===== src/rtl/ahbl_master_mux.sv =====
// Two-master AHB-Lite master multiplexer: joins M0 (CPU) and M1 (DMA/debug) onto one bus.
// Arbitration only happens when the current holder issues IDLE with the bus ready, so bursts
// are never split and no address phase is buffered. The non-granted master waits on HREADY low.
// Optional feature: define AHBL_MASTER_MUX_PARK_EN to park the bus on M0 when nobody requests;
// otherwise the bus parks on the last holder.
module ahbl_master_mux (
  input  logic        HCLK,
  input  logic        HRESETn,
  input  logic [31:0] M0_HADDR,
  input  logic [1:0]  M0_HTRANS,
  input  logic        M0_HWRITE,
  input  logic [2:0]  M0_HSIZE,
  input  logic [31:0] M0_HWDATA,
  output logic        M0_HREADY,
  output logic [31:0] M0_HRDATA,
  input  logic [31:0] M1_HADDR,
  input  logic [1:0]  M1_HTRANS,
  input  logic        M1_HWRITE,
  input  logic [2:0]  M1_HSIZE,
  input  logic [31:0] M1_HWDATA,
  output logic        M1_HREADY,
  output logic [31:0] M1_HRDATA,
  output logic [31:0] HADDR,
  output logic [1:0]  HTRANS,
  output logic        HWRITE,
  output logic [2:0]  HSIZE,
  output logic [31:0] HWDATA,
  input  logic        HREADY,
  input  logic [31:0] HRDATA,
  output logic        HMASTER
);

  // grant_q selects the address-phase master; downer_q owns the current data phase.
  logic grant_q, grant_d;
  logic downer_q, downer_d;
  logic m0_req, m1_req;
  logic hold_req, other_req;

  assign m0_req    = M0_HTRANS[1];
  assign m1_req    = M1_HTRANS[1];
  assign hold_req  = grant_q ? m1_req : m0_req;
  assign other_req = grant_q ? m0_req : m1_req;

  // Address-phase mux from the granted master, data mux from the data-phase owner.
  always_comb begin
    HADDR   = grant_q ? M1_HADDR  : M0_HADDR;
    HTRANS  = grant_q ? M1_HTRANS : M0_HTRANS;
    HWRITE  = grant_q ? M1_HWRITE : M0_HWRITE;
    HSIZE   = grant_q ? M1_HSIZE  : M0_HSIZE;
    HWDATA  = downer_q ? M1_HWDATA : M0_HWDATA;
    HMASTER = grant_q;
  end

  // Granted master sees bus ready; a requesting non-granted master is held in wait.
  always_comb begin
    M0_HREADY = grant_q ? ~m0_req : HREADY;
    M1_HREADY = grant_q ? HREADY  : ~m1_req;
    M0_HRDATA = HRDATA;
    M1_HRDATA = HRDATA;
  end

  // Next grant/owner: only move on an accepted edge, and only switch when the holder idles.
  always_comb begin
    grant_d  = grant_q;
    downer_d = downer_q;
    if (HREADY) begin
      downer_d = grant_q;
      if (!hold_req) begin
        if (other_req) begin
          grant_d = ~grant_q;
        end else begin
`ifdef AHBL_MASTER_MUX_PARK_EN
          grant_d = 1'b0;
`else
          grant_d = grant_q;
`endif
        end
      end
    end
  end

  // State registers with synchronous active-low reset; reset drops ownership immediately.
  always_ff @(posedge HCLK) begin
    if (!HRESETn) begin
      grant_q  <= 1'b0;
      downer_q <= 1'b0;
    end else begin
      grant_q  <= grant_d;
      downer_q <= downer_d;
    end
  end

endmodule


===== config.mk =====
export PLATFORM = sky130hd
export DESIGN_NAME = ahbl_master_mux
export DESIGN_NICKNAME = d
export VERILOG_FILES = /design/src/rtl/ahbl_master_mux.sv
export SDC_FILE = /design/constraint.sdc
export NUM_CORES = 1
export LEC_CHECK = 0
export BUFFER_PORTS_ARGS = -buffer_cell sky130_fd_sc_hd__buf_2
export CAP_MARGIN = 5
export CORE_AREA = 2 2 120 122
export DETAILED_ROUTE_END_ITERATION = 10
export DIE_AREA = 0 0 122 124
export PLACE_DENSITY = 0.48
export SYNTH_ARGS = -nofsm -noshare
export SYNTH_HDL_FRONTEND = slang
export SYNTH_SLANG_ARGS = --single-unit

===== constraint.sdc =====
create_clock -name HCLK -period 1.4 [get_ports HCLK]
set_input_delay 0.14 -clock HCLK [delete_from_list [all_inputs] [get_ports HCLK]]
set_output_delay 0.14 -clock HCLK [all_outputs]
set_load 0.01 [all_outputs]

# Word-level counts from Yosys, hierarchy flattened
# Cells that the tools add are included.
# op_classes
muxes	9
bitwise_logic	4
reduce_logical	1
# ops
op	count
32-bit two-way mux	2
1-bit two-way mux	5
1-bit inverter	4
3-bit two-way mux	1
3-bit AND reduction	1
2-bit two-way mux	1
# totals
regBits	2
input_bits	175
word_cells	16

# Depth between registers and ports, before layout
# Gate-level depths: netlist of the first run.
# logic_depth
word_depth	3
mapped_depth	4
depth_no_buf	2

# Worst setup path after synthesis of the first run
# OpenSTA, ideal clock, no wires.
# synth_timing
path_kind	reg-to-output
from	register grant_q, in the netlist HMASTER
to	output HTRANS[1]
arrival_ns	1.113
setup_slack_ns	0.147
path_stages_with_launch	5
path_buffers	3
cell_sequence	dfxtp_1 -> buf_6 -> buf_12 -> mux2_4 -> buf_4
# synth_via
elab_chain_cells	1
# synth_rtl
item	line_no	rtl
from (decl)	34	logic grant_q, grant_d;
from (signal assigned)	88	grant_q <= grant_d;
2-bit two-way mux	47	HTRANS = grant_q ? M1_HTRANS : M0_HTRANS;
to (decl)	24	output logic [1:0] HTRANS,
# No other way between the ends.

# Worst setup path after layout of the first run
# layout_timing
from	register grant_q, in the netlist HMASTER
to	output HADDR[15]
# layout_via
elab_chain_cells	1
# layout_rtl
item	line_no	rtl
32-bit two-way mux	46	HADDR = grant_q ? M1_HADDR : M0_HADDR;
to (decl)	23	output logic [31:0] HADDR,
# No other way between the ends.

==> results of run 1 <==
==> cell type report <==
class	count	area, um^2	area share (%)
Sequential cell	2	47.5	1.44
Multi-Input combinational cell	79	1110	33.8
Tap cell	180	225	6.84
Inverter	1	3.75	0.114
Timing Repair Buffer	233	1830	55.5
Clock buffer	3	75.1	2.28
==> repair_timing <==
action | in CTS | in global routing
endpoints found under the setup margin | 62 | 66
cloned | 5 | 1
setup buffers | 7 | 1
pin swaps | 0 | 0
gates resized for setup | 59 | 28
==> stage by stage <==
| step | area, um^2 | TNS (ps) |
|---|---|---|
| final | 3290 | -532 |
| after global routing | 3290 | -2640 |
| after CTS | 3110 | -809 |
| after detailed placement | 2510 | 0 |
| after global placement | 2510 | 0 |
| after floorplan | 1760 | 0 |
==> placed cells by master, fill, tap and decap left out <==
cell type | synthesis | final
a21oi_2 | 0 | 1
nor2_1 | 1 | 1
buf_12 | 3 | 5
buf_2 | 0 | 147
mux2i_1 | 2 | 2
clkbuf_16 | 0 | 4
buf_8 | 1 | 1
nand2b_1 | 1 | 1
buf_4 | 65 | 5
nor2b_1 | 2 | 2
dfxtp_4 | 0 | 2
buf_16 | 0 | 5
mux2_4 | 66 | 68
inv_1 | 1 | 1
a21o_1 | 1 | 1
buf_6 | 5 | 69
a32o_1 | 1 | 1
mux2_2 | 4 | 2
==> layer usage <==
metal  GRT usage, %  vias to the layer above  part of all wire (%)
li1               -                      800                     -
met1           7.19                      765                    32
met2           15.9                      143                    55
met3           2.84                        9                    12
met4           1.51                        0                  0.91
met5              0                        -                     0
==> path summary, 6_finish.rpt <==
path,cells past startpoint,end,from
hold / removal,2,downer_q,HRESETn
setup / recovery,4,HADDR[15],HMASTER
hold reg to reg,4,HMASTER,HMASTER
setup reg to reg,5,HMASTER,HMASTER
==> registers in the layout, summed over array words and instances (netlist names) <==
name	flops
HMASTER	1
downer_q	1
==> Yosys cell counts <==
| cell | count |
|---|---|
| mux2_4 | 66 |
| buf_4 | 65 |
| buf_6 | 5 |
| mux2_2 | 4 |
| buf_12 | 3 |
| dfxtp_1 | 2 |
| mux2i_1 | 2 |
| nor2b_1 | 2 |
| a21o_1 | 1 |
| a21oi_1 | 1 |
| a32o_1 | 1 |
| buf_8 | 1 |
| inv_1 | 1 |
| nand2b_1 | 1 |
| nor2_1 | 1 |
==> kinds of logic after synthesis <==
| logic type | Yosys count | synth area share, % |
|---|---|---|
| compound gates | 3 | 1.28 |
| buf+inv | 75 | 35.3 |
| flops | 2 | 2.27 |
| mux | 72 | 59.9 |
| simple gates | 4 | 1.28 |
==> power by group through the flow <==
stage                     sequential [mW]  combinational [mW]  clock, mW
after floorplan                    0.0643               0.675          0
after global placement             0.0694               0.830          0
after detailed placement           0.0697               0.843          0
after CTS                          0.0673                1.10      0.430
after global routing               0.0693                1.24      0.442
final                              0.0680                1.17      0.424
==> critical path: cells and delay by family, from the launching register on <==
kind / cells / cell delay, ps
buf+inv: 3 / 400
mux: 1 / 300
flops: 1 / 370
==> metrics, run 1 <==
# IOs 312; min Tclk post-route 1430 ps; GPL Wtd Cong 0.684; Seq pwr share approximately 4.1%; Synth top area share 56.2%; type of the worst min-delay path input port to flip-flop; core area 13700 um^2; final period utilization 102%; Synth Cell Area between 1500 and 2000 um^2; CTS Buf Count 3; vias in the first global route 1649; Final Hold Fails 0; Crit Path Class flip-flop to output port; crit start category flip-flop; drt via density 3.45; die area around 15000 um^2; first-pass GRT wire length 8790 um; 1st-iter DRT viols 18; DIE HEIGHT roughly 120 um; Slew @ Worst Pin roughly 140 ps; Gate power share between 70% and 80%; final cell count without fillers 498; synthesized flop and latch total 2; CP max stage delay 370 ps; sequential area share after synthesis 2.27%; max-slew violation count 0; count of different cell masters after synthesis 15; H-tree depth 1; CP Capture Type output port; worst clock skew between 0.04 and 0.05 ps; Sink Count 2; fin util 24.0%; outcome finished with violations; # fillers 1461; worst vdd ir 368 uV; Yosys top cell by area mux2_4; clock root buffer clkbuf_16; CTS Buffer Depth 2; CP Cell Sequence buf_12, buf_16, mux2_4, buf_6; Post-Syn Nets 331; placed instance count 482; Nets 495; vias 1717; grt ovf 0; Net Sw Frac 27.9%; max-cap violations 0; Setup-failing EPs final 27; Remaining DRCs 0; Starting Density 12.9%; area delta synth->final 86.6%; antenna violations before repair 0; Avg Cell Area, Syn 11.3 um^2; crit-path max FO 7; reg-to-reg slack, setup 190 ps; WHS 177 ps; CTS Hold Buffers Added 0; LEAKAGE 1.72 nW; layout cells sized above 1 97.2%; die width 122 um; CP max-delay cell dfxtp_4; antenna cells 0; half-perimeter wire length after detailed placement 5530 um; power per cell area ~500 nW/um^2; NetSw 0.464 mW; gr usage total 7.71%; share of total power in the clock network 25.4%; dpl ws 122 ps; Pint 1.20 mW; Yosys Warn Count 0; Overall Power ~1.7 mW; failing checks negative setup slack; synth top area cells mux2_4 (56%), buf_4 (28%), buf_12 (3.4%); CTS tree done; latest clock arrival within the worst-skew pair 220 ps; Syn Inst Count about 160; pin count of the biggest net entering global routing 15; Pre-Repair DR Iteration Count 4; clk slew on worst S/H paths roughly 30 ps; Slew HR 90.3%; FMAX ~0.7 GHz; Antenna Nets Post-Route 0; final wirelength 7180 um; unrepaired setup endpoints after global routing true; # rows 43; Req. time, crit path 1260 ps; worst setup margin -32.6 ps; crit path DAT 1290 ps; routed length per instance approximately 14 um; port bufs 215
(Power assumes the default switching activity.)
==> run 2: changes to the inputs <==
--- a/config.mk
+++ b/config.mk
@@ -10,6 +10,7 @@
 export CORE_AREA = 2 2 120 122
 export DETAILED_ROUTE_END_ITERATION = 10
 export DIE_AREA = 0 0 122 124
+export MAX_ROUTING_LAYER = met4
 export PLACE_DENSITY = 0.48
 export SYNTH_ARGS = -nofsm -noshare
 export SYNTH_HDL_FRONTEND = slang
==> metrics, run 2 (same netlist as run 1, synthesis figures left out) <==
outcome finished with violations; failing checks negative setup slack; Slew HR 90.3%; CP Capture Type output port; final wirelength 7200 um; Multi-input gate area 1110 um^2; FMAX 0.697 GHz; half-perimeter wire length after detailed placement 5530 um; # fillers 1461; die width 122 um; antenna cells 0; gr usage total 7.95%; Req. time, crit path 1260 ps; grt ovf 0; drt via density 3.44; max-cap violations 0; worst reg-to-reg path cell count 5; R2R Path Start HMASTER; crit start category flip-flop; H-tree depth 1; crit-path max FO 7; placed instance count 482; worst setup margin -35.4 ps; WHS approximately 170 ps; antenna violations before repair 0; Crit Path Class flip-flop to output port; Final Hold Fails 0; LEAKAGE 1.72 nW; Critical Path Sink HADDR[15]; Setup-failing EPs final 28; max-slew violation count 0; GPL Wtd Cong 0.691; worst clock skew 0.0463 ps; routed length per instance 14.5 um; clock root buffer clkbuf_16; type of the worst min-delay path input port to flip-flop; # IOs 312; first-pass GRT wire length 8800 um; min Tclk post-route 1440 ps; Antenna Nets Post-Route 0; vias 1711; DIE HEIGHT about 120 um; power per cell area just over 500 nW/um^2; reg-to-reg slack, setup 190 ps; layout cells sized above 1 97.2%; Worst setup startpoint HMASTER; CTS Hold Buffers Added 0; die area 15100 um^2; pin count of the biggest net entering global routing 15; worst vdd ir 369 uV; crit path DAT 1300 ps; 1st-iter DRT viols 15; Remaining DRCs 0; CTS Buf Count 3; CTS Buffer Depth 2; Register Area 47.5 um^2; most frequent cells in the layout buf_2 (147), buf_6 (69), mux2_4 (68); Sink Count 2; latest clock arrival within the worst-skew pair 220 ps; Slew @ Worst Pin roughly 140 ps; CTS tree done; port bufs 215; vias in the first global route 1651; # rows 43; final period utilization 103%; clk slew on worst S/H paths 30 ps; unrepaired setup endpoints after global routing true; area delta synth->final 86.6%; Pre-Repair DR Iteration Count 3; final cell count without fillers around 500; Fin Setup TNS -550 ps; R2R Path End HMASTER; core area 13700 um^2; commonest non-fill, non-tap cell in the layout buf_2; Nets between 400 and 500; Starting Density 12.9%
[run 2: cell counts in the layout (fill, tap and decap cells not counted)]
No cell type changed its count.
[run 2: report_power, final]
group	internal (mW)	leakage [nW]	switching, mW	total, mW
sequential	0.0595	0.0178	0.00846	0.0680
combinational	0.779	1.66	0.395	1.17
clock	0.363	0.0370	0.0607	0.424
[run 2: area by class of cell]
class	instances	share of cell area, %
Sequential cell	2	1.44
Timing Repair Buffer	233	55.5
Multi-Input combinational cell	79	33.8
Tap cell	180	6.84
Inverter	1	0.114
Clock buffer	3	2.28
[run 2: critical path, stage by stage (launching register included)]
cell	delay [ps]
dfxtp_4	370
buf_12	140
buf_16	140
mux2_4	300
buf_6	120
[run 2: per-layer routing]
metal  global-route usage [%]  part of all wire, %  vias up
li1                         -                    -      800
met1                     7.27                   32      759
met2                     15.9                   55      143
met3                     2.75                   12        9
met4                     1.51                 0.83        0
met5                        -                    0        -
[run 2: metrics by stage]
stage / setup WS, ps / area [um^2] / util (%) / power [mW]
final: -35.4 / 3290 / 24.0 / 1.67
after global routing: -73.2 / 3290 / 24.0 / 1.75
after CTS: -40.6 / 3110 / 22.7 / 1.60
after detailed placement: 122 / 2510 / 18.3 / 0.913
after global placement: 144 / 2510 / 18.3 / 0.900
after floorplan: 147 / 1760 / - / 0.740
[run 2: what timing repair did]
item                                    4_1_cts  5_1_grt
gates resized for setup                      59       28
cloned                                        5        1
endpoints found under the setup margin       62       66
buffers inserted                              7        1
[run 2: how the worst min path moves through the flow]
stage | start | to | cells past startpoint
global route | HRESETn | downer_q | 2
CTS | HRESETn | downer_q | 2
floorplan | HRESETn | downer_q | 1
finish | HRESETn | downer_q | 2
detailed placement | HRDATA[1] | M0_HRDATA[1] | 0
global placement | HRDATA[1] | M0_HRDATA[1] | 0
==> run 3: changes to the inputs <==
--- a/config.mk
+++ b/config.mk
@@ -11,7 +11,8 @@
 export DETAILED_ROUTE_END_ITERATION = 10
 export DIE_AREA = 0 0 122 124
 export MAX_ROUTING_LAYER = met4
-export PLACE_DENSITY = 0.48
+export PLACE_DENSITY = 0.52
+export RECOVER_POWER = 100
 export SYNTH_ARGS = -nofsm -noshare
 export SYNTH_HDL_FRONTEND = slang
 export SYNTH_SLANG_ARGS = --single-unit
==> metrics, run 3 (same netlist as run 1, synthesis figures left out) <==
CP Capture Type output port; metal2 WL 3480 um; CTS Hold Buffers Added 0; worst clock skew 1.02 ps; crit-path max FO 5; DR top layer met4; Antenna Nets Post-Route 0; port bufs 215; pin count of the biggest net entering global routing 22; outcome finished with violations; FMAX 0.700 GHz; max-cap violations 0; CP Cell Sequence buf_4, clkbuf_16, mux2_4, buf_6; final wirelength approximately 6500 um; clock root buffer clkbuf_16; Remaining DRCs 0; Pre-Repair DR Iteration Count 4; antenna cells 0; crit start category flip-flop; routed wl met3 681 um; routed length per instance about 13 um; crit path DAT between 1000 and 1500 ps; worst setup margin -27.6 ps; worst vdd ir about 170 uV; fin util around a quarter; CP max-delay cell dfxtp_4; vias 1701; # fillers between 1000 and 1500; max-slew violation count 0; CP max stage delay 350 ps; type of the worst min-delay path input port to flip-flop; gr usage total ~6.6%; Setup-failing EPs final 33; placed instance count 482; Starting Density roughly 13%; area delta synth->final 82.4%; 1st-iter DRT viols 20; Met1 Wirelength 2320 um; Crit. path cell count 4; latest clock arrival within the worst-skew pair between 200 and 250 ps; most frequent cells in the layout buf_2 (150), mux2_4 (69), buf_6 (67), clkbuf_16 (5), buf_4 (5); Slew @ Worst Pin 123 ps; CTS tree done; commonest non-fill, non-tap cell in the layout buf_2; WP buf/inv 3; # IOs roughly 310; first-pass GRT wire length 7580 um; H-tree depth 1; grt ovf 0; die area 15100 um^2; CTS Buf Count 3; antenna violations before repair 0; unrepaired setup endpoints after global routing true; die width 122 um; Nets roughly 500; layout cells sized above 1 97.5%; failing checks negative setup slack; Req. time, crit path 1260 ps; GPL Wtd Cong between 0.6 and 0.7; family with the most delay on the worst path buffers and inverters; DIE HEIGHT 124 um; CTS Buffer Depth 2; Crit Path Class flip-flop to output port; clk slew on worst S/H paths ~30 ps; Final Hold Fails 0; power per cell area between 500 and 600 nW/um^2; reg-to-reg slack, setup between 150 and 200 ps; half-perimeter wire length after detailed placement 5120 um; worst reg-to-reg path cell count 5; drt via density 3.43; Sink Count 2; Slew HR 91.6%; final period utilization 102%; core area 13700 um^2; hold depth 2; Overall Power 1.64 mW; # rows 43; final cell count without fillers 496; min Tclk post-route 1430 ps; WHS 188 ps; vias in the first global route 1534; LEAKAGE 1.69 nW
-- run 3: cell types whose count changed in the layout (fill, tap and decap cells not counted), sizes merged --
| cell | change |
|---|---|
| buf | -3 |
| clkbuf | +1 |
-- run 3: worst register-to-register path, cell delays in order, from the launching register on --
cell     delay (ps)
dfxtp_4         350
buf_8           140
buf_16          140
buf_6           120
a21o_1          150
a32o_1          190
-- run 3: worst paths after layout --
path,from,endpoint
setup / recovery,HMASTER,HADDR[7]
hold / removal,HRESETn,downer_q
setup reg to reg,HMASTER,HMASTER
hold reg to reg,HMASTER,downer_q
-- run 3: what timing repair did --
item                                    in CTS  in global routing
gates resized for setup                     38                 45
endpoints found under the setup margin      54                 58
setup buffers                                1                  5
cloned                                       2                  3
pin swaps                                    0                  0
-- run 3: final cells by class --
| class | count | area [um^2] | share of cell area (%) |
|---|---|---|---|
| inverters | 1 | 3.75 | 0.117 |
| repair buffers | 231 | 1740 | 54.2 |
| clock buffers | 3 | 75.1 | 2.33 |
| multi-input cells | 79 | 1120 | 34.9 |
| flip-flops and latches | 2 | 47.5 | 1.48 |
| well taps | 180 | 225 | 7.00 |
-- run 3: where the power goes --
group / internal (mW) / switching [mW]
registers: 0.0595 / 0.00673
clock network: 0.363 / 0.0607
logic: 0.753 / 0.393
total: 1.17 / 0.460
-- run 3: per-layer routing --
layer | track usage [%] | up-vias
li1 | - | 793
met1 | 7.62 | 781
met2 | 11.2 | 117
met3 | 2.52 | 10
met4 | 0.862 | 0
met5 | - | -
-- run 3: stage by stage --
step / area, um^2 / TNS (ps) / setup WS (ps)
4_1_cts: 2870 / -1020 / -44.7
5_1_grt: 3220 / -1680 / -50.8
6_report: 3220 / -448 / -27.6
3_5_place_dp: 2520 / 0 / 149
2_1_floorplan: 1760 / 0 / 147
3_3_place_gp: 2520 / 0 / 153
